## src/rtl/lc3_dp_pkg.sv

```systemverilog
// Shared encodings, memory FSM state type and sign-extension helper for the
// parametrised LC-3 datapath.
package lc3_dp_pkg;

  // Widest datapath the sext helper can serve; callers size-cast to DATA_W.
  localparam int SEXT_W = 64;

  typedef enum logic [1:0] {
    ALUK_ADD  = 2'd0,
    ALUK_AND  = 2'd1,
    ALUK_NOT  = 2'd2,
    ALUK_PASS = 2'd3
  } aluk_t;

  typedef enum logic [1:0] {
    PCMUX_INC   = 2'd0,
    PCMUX_BUS   = 2'd1,
    PCMUX_ADDER = 2'd2,
    PCMUX_HOLD  = 2'd3
  } pcmux_t;

  typedef enum logic [1:0] {
    ADDR2_ZERO  = 2'd0,
    ADDR2_OFF6  = 2'd1,
    ADDR2_OFF9  = 2'd2,
    ADDR2_OFF11 = 2'd3
  } addr2mux_t;

  typedef enum logic [1:0] {
    MEM_IDLE = 2'd0,
    MEM_REQ  = 2'd1,
    MEM_DONE = 2'd2
  } mem_state_t;

  // Sign-extend v[msb:0]; the result is truncated to DATA_W by the caller.
  function automatic logic [SEXT_W-1:0] sext(input logic [15:0] v, input int unsigned msb);
    logic [SEXT_W-1:0] t;
    int unsigned       sh;
    sh = SEXT_W - 1 - msb;
    t  = {{(SEXT_W-16){1'b0}}, v} << sh;
    return $unsigned($signed(t) >>> sh);
  endfunction

endpackage

```

## src/rtl/lc3_datapath_gen_mem_if.sv

```systemverilog
// Memory-interface FSM: req/ack handshake with wait states and a timeout.
// Drives the Mem_* control outputs and strobes MDR capture on read acks.
module lc3_mem_if
  import lc3_dp_pkg::*;
#(
  parameter int MEM_TIMEOUT = 255
) (
  input  logic clk,
  input  logic rst_n,
  input  logic start,
  input  logic write,
  input  logic ack,
  output logic req,
  output logic we,
  output logic done,
  output logic err,
  output logic capture
);

  localparam int CNT_W = (MEM_TIMEOUT < 2) ? 1 : $clog2(MEM_TIMEOUT + 1);

  mem_state_t       state, state_nx;
  logic [CNT_W-1:0] cnt;
  logic             timeout;

  // Last wait cycle: the counter is about to reach MEM_TIMEOUT.
  assign timeout = (cnt == CNT_W'(MEM_TIMEOUT - 1));

  assign req     = (state == MEM_REQ);
  assign done    = (state == MEM_DONE);
  assign capture = req & ack & ~we;

  // State register; reset drops Mem_Req immediately.
  always_ff @(posedge clk or negedge rst_n) begin
    if (!rst_n) state <= MEM_IDLE;
    else        state <= state_nx;
  end

  // Next-state logic; ack takes precedence over timeout.
  always_comb begin
    state_nx = state;
    case (state)
      MEM_IDLE: if (start) state_nx = MEM_REQ;
      MEM_REQ:  if (ack || timeout) state_nx = MEM_DONE;
      MEM_DONE: state_nx = MEM_IDLE;
      default:  state_nx = MEM_IDLE;
    endcase
  end

  // Access type latch, wait counter and sticky timeout error.
  always_ff @(posedge clk or negedge rst_n) begin
    if (!rst_n) begin
      cnt <= '0;
      we  <= 1'b0;
      err <= 1'b0;
    end else begin
      if (state == MEM_IDLE && start) begin
        we  <= write;
        err <= 1'b0;
        cnt <= '0;
      end else if (state == MEM_REQ && !ack) begin
        cnt <= cnt + CNT_W'(1);
        if (timeout) err <= 1'b1;
      end
    end
  end

endmodule

```

## src/rtl/lc3_datapath_gen.sv

```systemverilog
// Parametrised LC-3 datapath: PC/IR/MAR/MDR, 8-entry register file, ALU,
// address adder, NZP/BEN and a priority bus, with a handshaked memory port.
module lc3_datapath_gen
  import lc3_dp_pkg::*;
#(
  parameter int                DATA_W      = 16,
  parameter logic [DATA_W-1:0] PC_RESET    = '0,
  parameter int                MEM_TIMEOUT = 255
) (
  input  logic              Clk,
  input  logic              Reset_n,
  input  logic              LD_IR,
  input  logic              LD_MDR,
  input  logic              LD_MAR,
  input  logic              LD_PC,
  input  logic              LD_REG,
  input  logic              LD_CC,
  input  logic              LD_BEN,
  input  logic              GatePC,
  input  logic              GateMDR,
  input  logic              GateALU,
  input  logic              GateMARMUX,
  input  logic              ADDR1MUX,
  input  logic              SR1MUX,
  input  logic              SR2MUX,
  input  logic              DRMUX,
  input  logic [1:0]        PCMUX,
  input  logic [1:0]        ADDR2MUX,
  input  logic [1:0]        ALUK,
  input  logic              Mem_Start,
  input  logic              Mem_Write,
  output logic              Mem_Done,
  output logic              Mem_Err,
  output logic              Mem_Req,
  output logic              Mem_We,
  output logic [DATA_W-1:0] Mem_Addr,
  output logic [DATA_W-1:0] Mem_WData,
  input  logic [DATA_W-1:0] Mem_RData,
  input  logic              Mem_Ack,
  output logic [DATA_W-1:0] IR_Out,
  output logic [DATA_W-1:0] PC_Out,
  output logic [DATA_W-1:0] MAR_Out,
  output logic [DATA_W-1:0] MDR_Out,
  output logic              BEN,
  output logic              Bus_Err
);

  logic [DATA_W-1:0] pc, ir, mar, mdr;
  logic [DATA_W-1:0] regs [8];
  logic [DATA_W-1:0] bus, alu, adder, addr1, addr2, sr1_val, sr2_val, pc_next;
  logic [2:0]        sr1_sel, dr_sel;
  logic [2:0]        cc;          // {N, Z, P}
  logic              ben, bus_err, capture;

  assign sr1_sel = SR1MUX ? ir[8:6] : ir[11:9];
  assign dr_sel  = DRMUX ? 3'd7 : ir[11:9];
  assign sr1_val = regs[sr1_sel];
  assign sr2_val = SR2MUX ? DATA_W'(sext(ir[15:0], 4)) : regs[ir[2:0]];
  assign addr1   = ADDR1MUX ? sr1_val : pc;
  assign adder   = addr1 + addr2;

  // Bus source priority PC > MDR > ALU > MARMUX; idle bus reads zero.
  always_comb begin
    bus = '0;
    if (GatePC)          bus = pc;
    else if (GateMDR)    bus = mdr;
    else if (GateALU)    bus = alu;
    else if (GateMARMUX) bus = adder;
  end

  // ALU operation select.
  always_comb begin
    alu = sr1_val;
    case (aluk_t'(ALUK))
      ALUK_ADD:  alu = sr1_val + sr2_val;
      ALUK_AND:  alu = sr1_val & sr2_val;
      ALUK_NOT:  alu = ~sr1_val;
      ALUK_PASS: alu = sr1_val;
      default:   alu = sr1_val;
    endcase
  end

  // Address adder offset select.
  always_comb begin
    addr2 = '0;
    case (addr2mux_t'(ADDR2MUX))
      ADDR2_ZERO:  addr2 = '0;
      ADDR2_OFF6:  addr2 = DATA_W'(sext(ir[15:0], 5));
      ADDR2_OFF9:  addr2 = DATA_W'(sext(ir[15:0], 8));
      ADDR2_OFF11: addr2 = DATA_W'(sext(ir[15:0], 10));
      default:     addr2 = '0;
    endcase
  end

  // Next-PC select.
  always_comb begin
    pc_next = pc;
    case (pcmux_t'(PCMUX))
      PCMUX_INC:   pc_next = pc + DATA_W'(1);
      PCMUX_BUS:   pc_next = bus;
      PCMUX_ADDER: pc_next = adder;
      PCMUX_HOLD:  pc_next = pc;
      default:     pc_next = pc;
    endcase
  end

  // PC, IR and MAR load from the bus side.
  always_ff @(posedge Clk or negedge Reset_n) begin
    if (!Reset_n) begin
      pc  <= PC_RESET;
      ir  <= '0;
      mar <= '0;
    end else begin
      if (LD_PC)  pc  <= pc_next;
      if (LD_IR)  ir  <= bus;
      if (LD_MAR) mar <= bus;
    end
  end

  // MDR: a memory read capture overrides a same-cycle bus load.
  always_ff @(posedge Clk or negedge Reset_n) begin
    if (!Reset_n)     mdr <= '0;
    else if (capture) mdr <= Mem_RData;
    else if (LD_MDR)  mdr <= bus;
  end

  // Register file write from the bus.
  always_ff @(posedge Clk or negedge Reset_n) begin
    if (!Reset_n) begin
      for (int i = 0; i < 8; i++) regs[i] <= '0;
    end else if (LD_REG) begin
      regs[dr_sel] <= bus;
    end
  end

  // Condition codes, branch enable (from current CC) and bus contention flag.
  always_ff @(posedge Clk or negedge Reset_n) begin
    if (!Reset_n) begin
      cc      <= 3'b010;
      ben     <= 1'b0;
      bus_err <= 1'b0;
    end else begin
      if (LD_CC)  cc  <= {bus[DATA_W-1], (bus == '0), (~bus[DATA_W-1] & (bus != '0))};
      if (LD_BEN) ben <= |(ir[11:9] & cc);
      bus_err <= ($countones({GatePC, GateMDR, GateALU, GateMARMUX}) > 1);
    end
  end

  lc3_mem_if #(
    .MEM_TIMEOUT(MEM_TIMEOUT)
  ) u_mem_if (
    .clk     (Clk),
    .rst_n   (Reset_n),
    .start   (Mem_Start),
    .write   (Mem_Write),
    .ack     (Mem_Ack),
    .req     (Mem_Req),
    .we      (Mem_We),
    .done    (Mem_Done),
    .err     (Mem_Err),
    .capture (capture)
  );

  assign Mem_Addr  = mar;
  assign Mem_WData = mdr;
  assign IR_Out    = ir;
  assign PC_Out    = pc;
  assign MAR_Out   = mar;
  assign MDR_Out   = mdr;
  assign BEN       = ben;
  assign Bus_Err   = bus_err;

endmodule

```

## config.mk

```make
export PLATFORM = sky130hd
export DESIGN_NAME = lc3_datapath_gen
export DESIGN_NICKNAME = d
export VERILOG_FILES = /design/src/rtl/lc3_dp_pkg.sv /design/src/rtl/lc3_datapath_gen_mem_if.sv /design/src/rtl/lc3_datapath_gen.sv
export SDC_FILE = /design/constraint.sdc
export NUM_CORES = 1
export LEC_CHECK = 0
export BUFFER_PORTS_ARGS = -buffer_cell sky130_fd_sc_hd__buf_2
export CORE_MARGIN = 2
export CORE_UTILIZATION = 30
export DETAILED_ROUTE_END_ITERATION = 10
export MAX_ROUTING_LAYER = met4
export PLACE_DENSITY = 0.43
export SLEW_MARGIN = 10
export SYNTH_ARGS = -nofsm -noshare
export SYNTH_HDL_FRONTEND = slang
export SYNTH_SLANG_ARGS = --single-unit
```

## constraint.sdc

```tcl
create_clock -name Clk -period 8.89 [get_ports Clk]
set_input_delay 0.889 -clock Clk [delete_from_list [all_inputs] [get_ports Clk]]
set_output_delay 0.889 -clock Clk [all_outputs]
set_load 0.03 [all_outputs]
```

==> impl_metrics.yaml <==
global_routing:
  grt_pass1_wl_um: 82140
  grt_usage: 0.2265
  grt-ovfl-total: 0
  grt_pass1_vias: 12253
  antenna_found_initial: 3
  grt_max_degree: 101
finish:
  drive_gt1_frac: 0.2164
  area_growth_pct: 13.36
  nNetsFinal: 1714
  nFillCells: 5034
  final_area_um2: 16220
worst_setup_path:
  timing.rr.end: "cc[0]"
  crit_family: "compound AO/OA/AOI/OAI gates"
  r2r-start: "IR_Out[11]"
  critPathBufInv: 0
  cp.depth: 16
  worstSetupEndpointType: "register"
  crit_chain: "nand2b_1, a2bb2oi_1, o22ai_1, a21oi_1, a21oi_1, ha_1, o21ai_0, nor2_1, o32ai_1, a21oi_1, a21oi_2, nor4b_1, or3b_1, a211oi_2, nand3_1, o31a_1"
  r2r_setup_slack_ps: 2740
  crit_top_cell: "a21oi_1"
  ff2ff_path_depth: 16
  slowest_delay_ps: 830
  critPathKind: "reg -> reg"
  startpoint_type: "register"
  worstPathRequired_ps: 9350
  path_max_fanout: 14
  arrival_ps: 6610
  cpMaxStageDelayCell: "a211oi_2"
yosys:
  synth.distinct_cells: 92
  synth_xor_xnor_area_share: 0.02073
  synth_area_leader_cell: "dfrtp_1"
  synth_fa_ha_area_frac: 0.03568
  synth_area_leaders: "dfrtp_1 (36%), mux4_2 (6.1%), mux2_2 (5.0%)"
  synth_cells: 1578
  yosys.area.top_type_share: 0.3638
  synth-compound-area-share: 0.2066
  synth_edf_count: 0
  synth-seq-cells: 209
  syn_area_um2: 14310
  synth_area_per_cell_um2: 9.067
  async_reset_ff_frac: 1.000
  synth_warnings: 0
  synth_mux_area_frac: 0.1510
  synth_top_family_by_area: "compound AO/OA/AOI/OAI gates"
  syn-num-nets: 1659
  synth-simple-area-share: 0.1559
  ys.flop_type: "dfrtp_1"
  yosysSeqAreaShare: 0.3656
clock_tree:
  cts_root_buffer: "clkbuf_16"
  tritoncts: "built"
  clkLatencyLatePin_ps: 580
  post_cts_resized: 0
  cts_setup_buffers: 0
  cts.sinks: 209
  cts_buffers: 27
  clockBufferDepth: 3
  clkTransAtPathRegs_ps: 60
  htreeDepth: 1
  cts_hold_buffers: 0
sta:
  rsz0062_at_grt: "false"
  min_period_ps: 6147
  period_share: 0.6915
  fmax_ghz: 0.1627
  skew_ps: 13.98
  setup_viol: 0
  slew_viol_final: 0
  worstMarginPinSlew_ps: 1031
  hold_violations: 0
  slew-limit-headroom: 0.2927
  tns_ps: 0
floorplan:
  fp-row-count: 80
  die_area_um2: 49460
  die_height_um: 222.4
  io_pins: 144
  core-area_um2: 47450
  initial_core_util: 0.3016
  die_w_um: 222.4
detailed_routing:
  vias: 12496
  drt-initial-drc-count: 1051
  drc: 0
  ant_nets: 0
  vias_per_cell: 5.500
  dr.pass1.iters: 7
  wire_per_inst_um: 24.13
  finalWirelength_um: 54830
power_and_ir_drop:
  leakagePower_uw: 0.006983
  powerDensity_nw_per_um2: 429.8
  ir_worst_vdd_uv: 174.1
  power_uw: 6970
worst_hold_path:
  hp-class: "in -> async"
outcome:
  status: "complete, no violations"
placed_design:
  dp_hpwl_um: 38900
  io_buffers: 143
  place.gp.congestion: 0.9221
  placed_area_um2: 15300
run:
  cap_violations: 0
[placed cells by master (no fill, tap or decap), drive strengths merged, types with 25 or more instances in the layout]
| cell type | n |
|---|---|
| ha | 36 |
| mux4 | 39 |
| nand2b | 25 |
| mux2i | 50 |
| buf | 173 |
| nor2b | 42 |
| clkbuf | 42 |
| nand2 | 147 |
| dfrtp | 208 |
| a211oi | 34 |
| a21oi | 142 |
| nor2 | 172 |
| inv | 43 |
| mux2 | 67 |
| o21ai | 136 |
| o22ai | 29 |
[cell type report]
class	instances	area (um2)	area share
inverter	43	161.4	0.009951
timing repair buffer	173	950.9	0.05863
tap	615	769.5	0.04744
clock buffer	42	802.0	0.04945
multi-input combinational	1179	8189	0.5049
sequential	209	5234	0.3227
clock inverter	8	105.1	0.006480
antenna	3	7.507	0.0004629
[sequential cells by signal, indices dropped and copies added, names as in the netlist, 2 cells and up]
register / cells
MAR_Out: 16
IR_Out: 16
PC_Out: 16
cc: 3
u_mem_if.cnt: 8
regs: 128
u_mem_if.state: 2
MDR_Out: 16
[synth_stat cells, drive strengths merged (6+ instances only)]
library cell,n
o31ai,6
nand2,147
nor2,172
o21ai,136
o21a,9
ha,36
clkbuf,79
and3,14
a22oi,10
and2,7
nand4,7
nor2b,42
a21oi,142
a21o,15
o22ai,29
a211oi,34
a31oi,12
mux2i,50
o221ai,10
or2,7
dfrtp,208
mux2,67
a221oi,7
nor3,13
mux4,39
buf,68
inv,42
xnor2,22
o211ai,6
xor2,11
nand3,19
nand2b,25
[worst max-delay path by stage]
stage,startpoint,to
3_3_place_gp,SR1MUX,cc[0]
5_1_grt,IR_Out[11],cc[1]
6_report,IR_Out[11],cc[0]
4_1_cts,IR_Out[11],cc[0]
3_5_place_dp,SR1MUX,cc[0]
2_1_floorplan,SR1MUX,cc[0]
[per-layer routing]
layer,routed length (um),track usage,part of all wire,up-vias
li1,-,-,-,5800
met1,24530,0.3015,0.45,6161
met2,25550,0.3629,0.47,456
met3,3210,0.03266,0.059,79
met4,1542,0.05737,0.028,0
met5,0,-,0,-
[report_power, final]
part	leakage, uW	switching, uW	internal (uW)	total (uW)
clock	0.000450	454	677	1130
combinational	0.00401	2430	1560	3990
sequential	0.00252	489	1360	1850
total	0.00698	3370	3600	6970
[metrics by stage]
step,std cells,setup slack (ps),hold WS [ps],util
after floorplan,1578,4123,457.6,-
after global placement,2219,2438,483.3,0.3226
after detailed placement,2219,2165,490.1,0.3226
after CTS,2269,2694,386.6,0.3417
after global routing,2270,2280,413.7,0.3417
final,2272,2743,350.2,0.3419
[kinds of logic after synthesis]
family	after synthesis
flops	209
xor+xnor	33
compound gates	469
mux	156
simple gates	482
fa+ha+maj	39
buf+inv	190
No activity file was read; power rests on OpenSTA's default activity.
